File: config.mk
export PLATFORM = sky130hd
export DESIGN_NAME = alu_result_buffer
export DESIGN_NICKNAME = d
export VERILOG_FILES = /design/src/rtl/alu_pkg.sv /design/src/rtl/alu_ovf_detect.sv /design/src/rtl/alu_result_buffer.sv
export SDC_FILE = /design/constraint.sdc
export NUM_CORES = 1
export LEC_CHECK = 0
export CAP_MARGIN = 30
export CORE_MARGIN = 2
export CORE_UTILIZATION = 49
export DETAILED_ROUTE_END_ITERATION = 6
export PLACE_DENSITY = 0.8
export SLEW_MARGIN = 20
export SYNTH_ARGS = -nofsm -noshare
export SYNTH_HDL_FRONTEND = slang
export SYNTH_SLANG_ARGS = --single-unit
File: constraint.sdc
create_clock -name clk -period 3 [get_ports clk]
set_clock_uncertainty 0.1 [all_clocks]
set_input_delay 0.45 -clock clk [delete_from_list [all_inputs] [get_ports clk]]
set_output_delay 0.45 -clock clk [all_outputs]
set_load 0.02 [all_outputs]
File: src/rtl/alu_pkg.sv
// Shared ALU definitions: opcodes, default widths and the buffered result record.
package alu_pkg;
  localparam int ALU_W     = 32;
  localparam int ALU_TAG_W = 5;

  localparam logic [2:0] ALU_AND = 3'b000;
  localparam logic [2:0] ALU_OR  = 3'b001;
  localparam logic [2:0] ALU_ADD = 3'b010;
  localparam logic [2:0] ALU_SUB = 3'b110;
  localparam logic [2:0] ALU_SLT = 3'b111;

  typedef struct packed {
    logic [ALU_W-1:0]     r;
    logic                 zero;
    logic                 carry;
    logic [ALU_TAG_W-1:0] tag;
  } alu_result_t;

  function automatic logic is_addsub(input logic [2:0] op);
    return (op == ALU_ADD) || (op == ALU_SUB);
  endfunction
endpackage

File: src/rtl/alu_ovf_detect.sv
// Signed-overflow trap qualification with a one-cycle exception pulse
// and a sticky status bit.
module alu_ovf_detect
  import alu_pkg::*;
(
  input  logic       clk,
  input  logic       reset,
  input  logic       in_fire,
  input  logic       in_v,
  input  logic [2:0] in_aluop,
  input  logic       in_trap_en,
  input  logic       ovf_clr,
  output logic       trap,
  output logic       ovf_exc,
  output logic       ovf_sticky
);
  logic exc_q, exc_d;
  logic sticky_q, sticky_d;

  assign trap = in_fire & in_trap_en & in_v & is_addsub(in_aluop);

  always_comb begin
    exc_d    = trap;
    sticky_d = sticky_q;
    // A new trap outranks a clear in the same cycle.
    if (trap)         sticky_d = 1'b1;
    else if (ovf_clr) sticky_d = 1'b0;
  end

  always_ff @(posedge clk or posedge reset) begin
    if (reset) begin
      exc_q    <= 1'b0;
      sticky_q <= 1'b0;
    end else begin
      exc_q    <= exc_d;
      sticky_q <= sticky_d;
    end
  end

  assign ovf_exc    = exc_q;
  assign ovf_sticky = sticky_q;
endmodule

File: src/rtl/alu_result_buffer.sv
// ALU output stage: 2-entry skid buffer with trap squash and a
// registered ready toward the ALU.
module alu_result_buffer
  import alu_pkg::*;
#(
  parameter int WIDTH = ALU_W,
  parameter int TAG_W = ALU_TAG_W
) (
  input  logic             clk,
  input  logic             reset,
  input  logic             in_valid,
  output logic             in_ready,
  input  logic [WIDTH-1:0] in_r,
  input  logic             in_c_out,
  input  logic             in_v,
  input  logic [2:0]       in_aluop,
  input  logic [TAG_W-1:0] in_tag,
  input  logic             in_trap_en,
  input  logic             flush,
  output logic             out_valid,
  input  logic             out_ready,
  output logic [WIDTH-1:0] out_r,
  output logic             out_zero,
  output logic             out_carry,
  output logic [TAG_W-1:0] out_tag,
  output logic             ovf_exc,
  output logic             ovf_sticky,
  input  logic             ovf_clr
);
  if (WIDTH != ALU_W || TAG_W != ALU_TAG_W) begin : g_chk
    $error("alu_result_buffer: widths must match alu_pkg");
  end

  alu_result_t main_q, main_d;
  alu_result_t skid_q, skid_d;
  alu_result_t in_e;
  logic main_v_q, main_v_d;
  logic skid_v_q, skid_v_d;
  logic rdy_q, rdy_d;
  logic fire, trap, store, drain;

  assign fire  = in_valid & rdy_q;
  assign store = fire & ~trap;
  assign drain = main_v_q & out_ready;

  always_comb begin
    in_e       = '0;
    in_e.r     = in_r;
    in_e.zero  = (in_r == '0);
    in_e.carry = in_c_out;
    in_e.tag   = in_tag;
  end

  alu_ovf_detect u_ovf (
    .clk       (clk),
    .reset     (reset),
    .in_fire   (fire),
    .in_v      (in_v),
    .in_aluop  (in_aluop),
    .in_trap_en(in_trap_en),
    .ovf_clr   (ovf_clr),
    .trap      (trap),
    .ovf_exc   (ovf_exc),
    .ovf_sticky(ovf_sticky)
  );

  // rdy_q == ~skid_v_q, so a store never coincides with a full skid.
  always_comb begin
    main_d   = main_q;
    main_v_d = main_v_q;
    skid_d   = skid_q;
    skid_v_d = skid_v_q;
    if (flush) begin
      main_v_d = 1'b0;
      skid_v_d = 1'b0;
    end else if (drain) begin
      if (skid_v_q) begin
        main_d   = skid_q;
        main_v_d = 1'b1;
        skid_v_d = 1'b0;
      end else begin
        main_v_d = store;
        if (store) main_d = in_e;
      end
    end else if (store) begin
      if (main_v_q) begin
        skid_d   = in_e;
        skid_v_d = 1'b1;
      end else begin
        main_d   = in_e;
        main_v_d = 1'b1;
      end
    end
    rdy_d = ~skid_v_d;
  end

  always_ff @(posedge clk or posedge reset) begin
    if (reset) begin
      main_q   <= '0;
      skid_q   <= '0;
      main_v_q <= 1'b0;
      skid_v_q <= 1'b0;
      rdy_q    <= 1'b1;
    end else begin
      main_q   <= main_d;
      skid_q   <= skid_d;
      main_v_q <= main_v_d;
      skid_v_q <= skid_v_d;
      rdy_q    <= rdy_d;
    end
  end

  assign in_ready  = rdy_q;
  assign out_valid = main_v_q;
  assign out_r     = main_q.r;
  assign out_zero  = main_q.zero;
  assign out_carry = main_q.carry;
  assign out_tag   = main_q.tag;
endmodule

==> impl_summary.txt <==
----------------------------------------------------
[STA]
  Unrepaired setup endpoints after global routing ... no
  Slew at the pin with the worst max-slew slack ... 0.796 ns
  Worst-case hold slack ... between 0.3 and 0.4 ns
  Min cycle time layout ... 2.18 ns
  Relative slew slack ... 0.469
  Endpoints failing setup ... 0
  Final slew viol count ... 0
  Final count of hold timing violations ... 0
  Summed negative setup slack over all endpoints ... 0 ns
  Highest Clock Rate ... 458 MHz
  Portion of the clock cycle consumed by the worst path in the final layout ... 0.728

[Critical path]
  Critical R2R Launch ... out_valid
  Data required time at the worst endpoint ... 3.12 ns
  Worst-path cell chain ... clkdlybuf4s50_1 > nand4b_2 > nor2b_1 > o21ai_4 > buf_4 > mux2_2
  Slowest cell on crit path ... sky130_fd_sc_hd__clkdlybuf4s50_1
  Category of the worst setup path launch point ... primary input
  CP max FO ... 10
  Cells on worst reg2reg path ... 4
  Setup crit end kind ... register
  Setup slack on the worst flop-to-flop path ... 1.12 ns
  Maximum single-stage delay on the critical path ... 0.39 ns
  RR Endpoint ... out_r[21]
  Arr. time, crit path ... 2.30 ns
  Critical path launch point ... in_aluop[0]
  Crit Path Class ... primary input to register

[Synth]
  Ranking of synthesized cells by instance count ... sky130_fd_sc_hd__nand2_1, sky130_fd_sc_hd__dfrtp_1, sky130_fd_sc_hd__mux2_2
  Net count after synthesis ... about 380
  Number of enable flip-flop cells after synthesis ... 0
  Number of instances in the synthesized netlist ... about 330
  Warnings from Yosys ... 0
  Number of distinct library cells after synthesis ... 27
  Portion of the post-synthesis area used by sequential elements ... 0.565
  Most used DFF post-synth ... sky130_fd_sc_hd__dfrtp_1
  Cell types with the largest area share after synthesis ... sky130_fd_sc_hd__dfrtp_1, sky130_fd_sc_hd__mux2_2, sky130_fd_sc_hd__nand2_1
  Largest area contributor in the synthesized netlist ... sky130_fd_sc_hd__dfrtp_1
  Per-instance average area after synthesis ... 11.3 sq um
  Number of register bits inferred by synthesis ... 83
  Fraction of post-synthesis cell area in the top cell type by area ... 0.558
  Post-synth design cell area ... 3680 sq um
  Share of synthesized flip-flops with an asynchronous set or reset ... 1.00
  Cell with the most instances after synthesis ... sky130_fd_sc_hd__nand2_1

[Detailed routing]
  # DRC ... 0
  Routed wire length per instance ... 15.5 um
  Antenna Violating Nets Remaining ... 0
  Drt first pass iters ... 4
  Detail-routed via count per cell ... around 5.1
  Initial drt markers ... 72
  Vias post-DR ... 2672
  Total wire length after detailed routing ... 8080 um

[Clock tree]
  Cell at the root of the clock tree ... sky130_fd_sc_hd__clkbuf_8
  TritonCTS buffer count ... 9
  Clk Latency, worst-skew pair ... 0.34 ns
  Clock sinks ... between 80 and 90
  Post_cts resized ... 0
  Post-CTS Hold Buffers ... 0
  Clock slew seen by the registers of the worst setup and hold paths ... 0.08 ns
  Clock H-tree levels ... 3
  CTS tree ... yes
  Buffers from clock root to sink, at most ... 2
  Post-CTS setup buffer count ... 0

[Global routing]
  Final global-route overflow total ... 0
  Wire length of the first global-routing pass ... about 14000 um
  Via count of the first global-routing pass ... between 2000 and 3000
  Maximum number of pins on one net before global-route repair ... 46
  Overall Global Routing Usage ... 0.210
  Initial antenna violation count ... 0

[Power and ir drop]
  Internal Power ... 0.00216 W
  Power density relative to cell area ... 622 nW/um^2
  Total leakage power ... 2.21 nW
  Part of the total power dissipated in the clock network ... 0.230
  Logic gate share of total power ... 0.271
  Maximum resistive drop on vdd ... approximately 360 uV
  Net switching component of the power ... around 0.0009 W
  Switching power as a share of total power ... 0.291
  Sequential Power Share ... 0.499

[Die]
  Placeable Area ... 7250 sq um
  Die Outline Area ... 8210 sq um
  Initial core utilization ... 0.507
  Number of cell rows ... 31
  Die boundary height ... about 91 um
  I/O pin count ... 92
  Horizontal extent of the die ... 90.6 um

[Final layout]
  Syn-to-layout area delta ... 32.9%
  Number of antenna repair diodes ... 0
  Storage cell area ... 2080 sq um
  FILL cells ... 592
  Post-layout nets ... 467
  Fraction of final layout cells with drive strength greater than 1 ... 0.222
  Area of combinational cells with multiple inputs ... approximately 1500 sq um

[Placement]
  Count of buffers inserted at the top-level ports ... 90
  GPL Wtd Cong ... 0.797
  Post-DP HPWL ... 5620 um

[Worst hold path]
  End point of the most critical hold path ... skid_q[6]
  WHS Path Cells ... 2
  Worst hold path class ... register to register
  Start point of the worst min-delay path ... skid_q[6]

[Status]
  Run status ... complete, no violations

[Run]
  Max-cap check violation count ... 0

----------------------------------------------------
==> power by group through the flow <==
stage          registers (W)  logic (W)  clock network (W)
2_1_floorplan        0.00166   0.000308                  0
3_3_place_gp         0.00152   0.000810                  0
3_5_place_dp         0.00154   0.000834                  0
4_1_cts              0.00152   0.000838           0.000723
5_1_grt              0.00155   0.000885           0.000768
6_report             0.00152   0.000825           0.000700
==> worst max path at each step <==
stage	end	slack, ns	cells after the start
floorplan	out_carry	0.31	1
global placement	out_r[16]	0.49	6
detailed placement	out_r[16]	0.46	6
CTS	out_r[21]	0.83	6
global route	out_tag[4]	0.72	6
finish	out_r[21]	0.82	6
==> layer usage <==
layer / wire length, um / global-route usage / vias to the layer above
li1: - / - / 1279
met1: 3580 / 0.278 / 1325
met2: 4060 / 0.345 / 64
met3: 385 / 0.0584 / 4
met4: 53 / 0.0526 / 0
met5: 0 / 0 / -
==> cell usage in the layout, fill, tap and decap left out, drive strengths merged <==
master,count
or3,1
a211oi,1
nand2,116
o31ai,1
nor2,3
clkbuf,10
nor3,2
clkinv,5
nor4,9
clkdlybuf4s50,90
buf,8
mux2,76
o21ai,1
nand4b,1
a21oi,1
and3,1
nor3b,1
inv,1
a221o,1
nor2b,2
a211o,1
o22ai,1
dfstp,1
clkinvlp,2
dfrtp,82
nand3,2
nand4,3
==> registers in the layout, summed over array words and instances (netlist names) <==
register / cells
skid_q: 39
out_r: 32
out_tag: 5
in_ready: 1
out_carry: 1
out_valid: 1
out_zero: 1
skid_v_q: 1
u_ovf.ovf_exc: 1
u_ovf.ovf_sticky: 1
==> critical path, delay by kind of cell <==
family,cells,cell delay [ns]
AOI/OAI and AO/OA,1,0.33
buffers and inverters,2,0.67
muxes,1,0.35
and+or+nand+nor,2,0.49
==> layout make-up <==
class                      instances  area share
clock buffer                      10      0.0261
tap                               99      0.0254
timing repair buffer              98       0.204
sequential                        83       0.425
multi-input combinational        224       0.308
inverter                           2     0.00179
clock inverter                     6     0.00871
==> metrics by stage <==
step	setup WS [ns]	cells	instance area, sq um	utilization	total power (W)
final	0.817	522	4890	0.674	0.00304
after global routing	0.721	522	4890	0.674	0.00320
after CTS	0.827	522	4890	0.674	0.00308
after detailed placement	0.455	506	4720	0.650	0.00237
after global placement	0.494	506	4720	0.650	0.00233
after floorplan	0.315	326	3680	-	0.00197
==> cells by family (layout without fill, tap and decap cells) <==
| kind of cell | after synthesis | after routing | synth area share |
|---|---|---|---|
| and+or+nand+nor | 141 | 141 | 0.160 |
| DFF | 83 | 83 | 0.565 |
| muxes | 76 | 76 | 0.233 |
| buffers and inverters | 19 | 116 | 0.0269 |
| AOI/OAI and AO/OA | 7 | 7 | 0.0146 |
(Power assumes the default switching activity.)
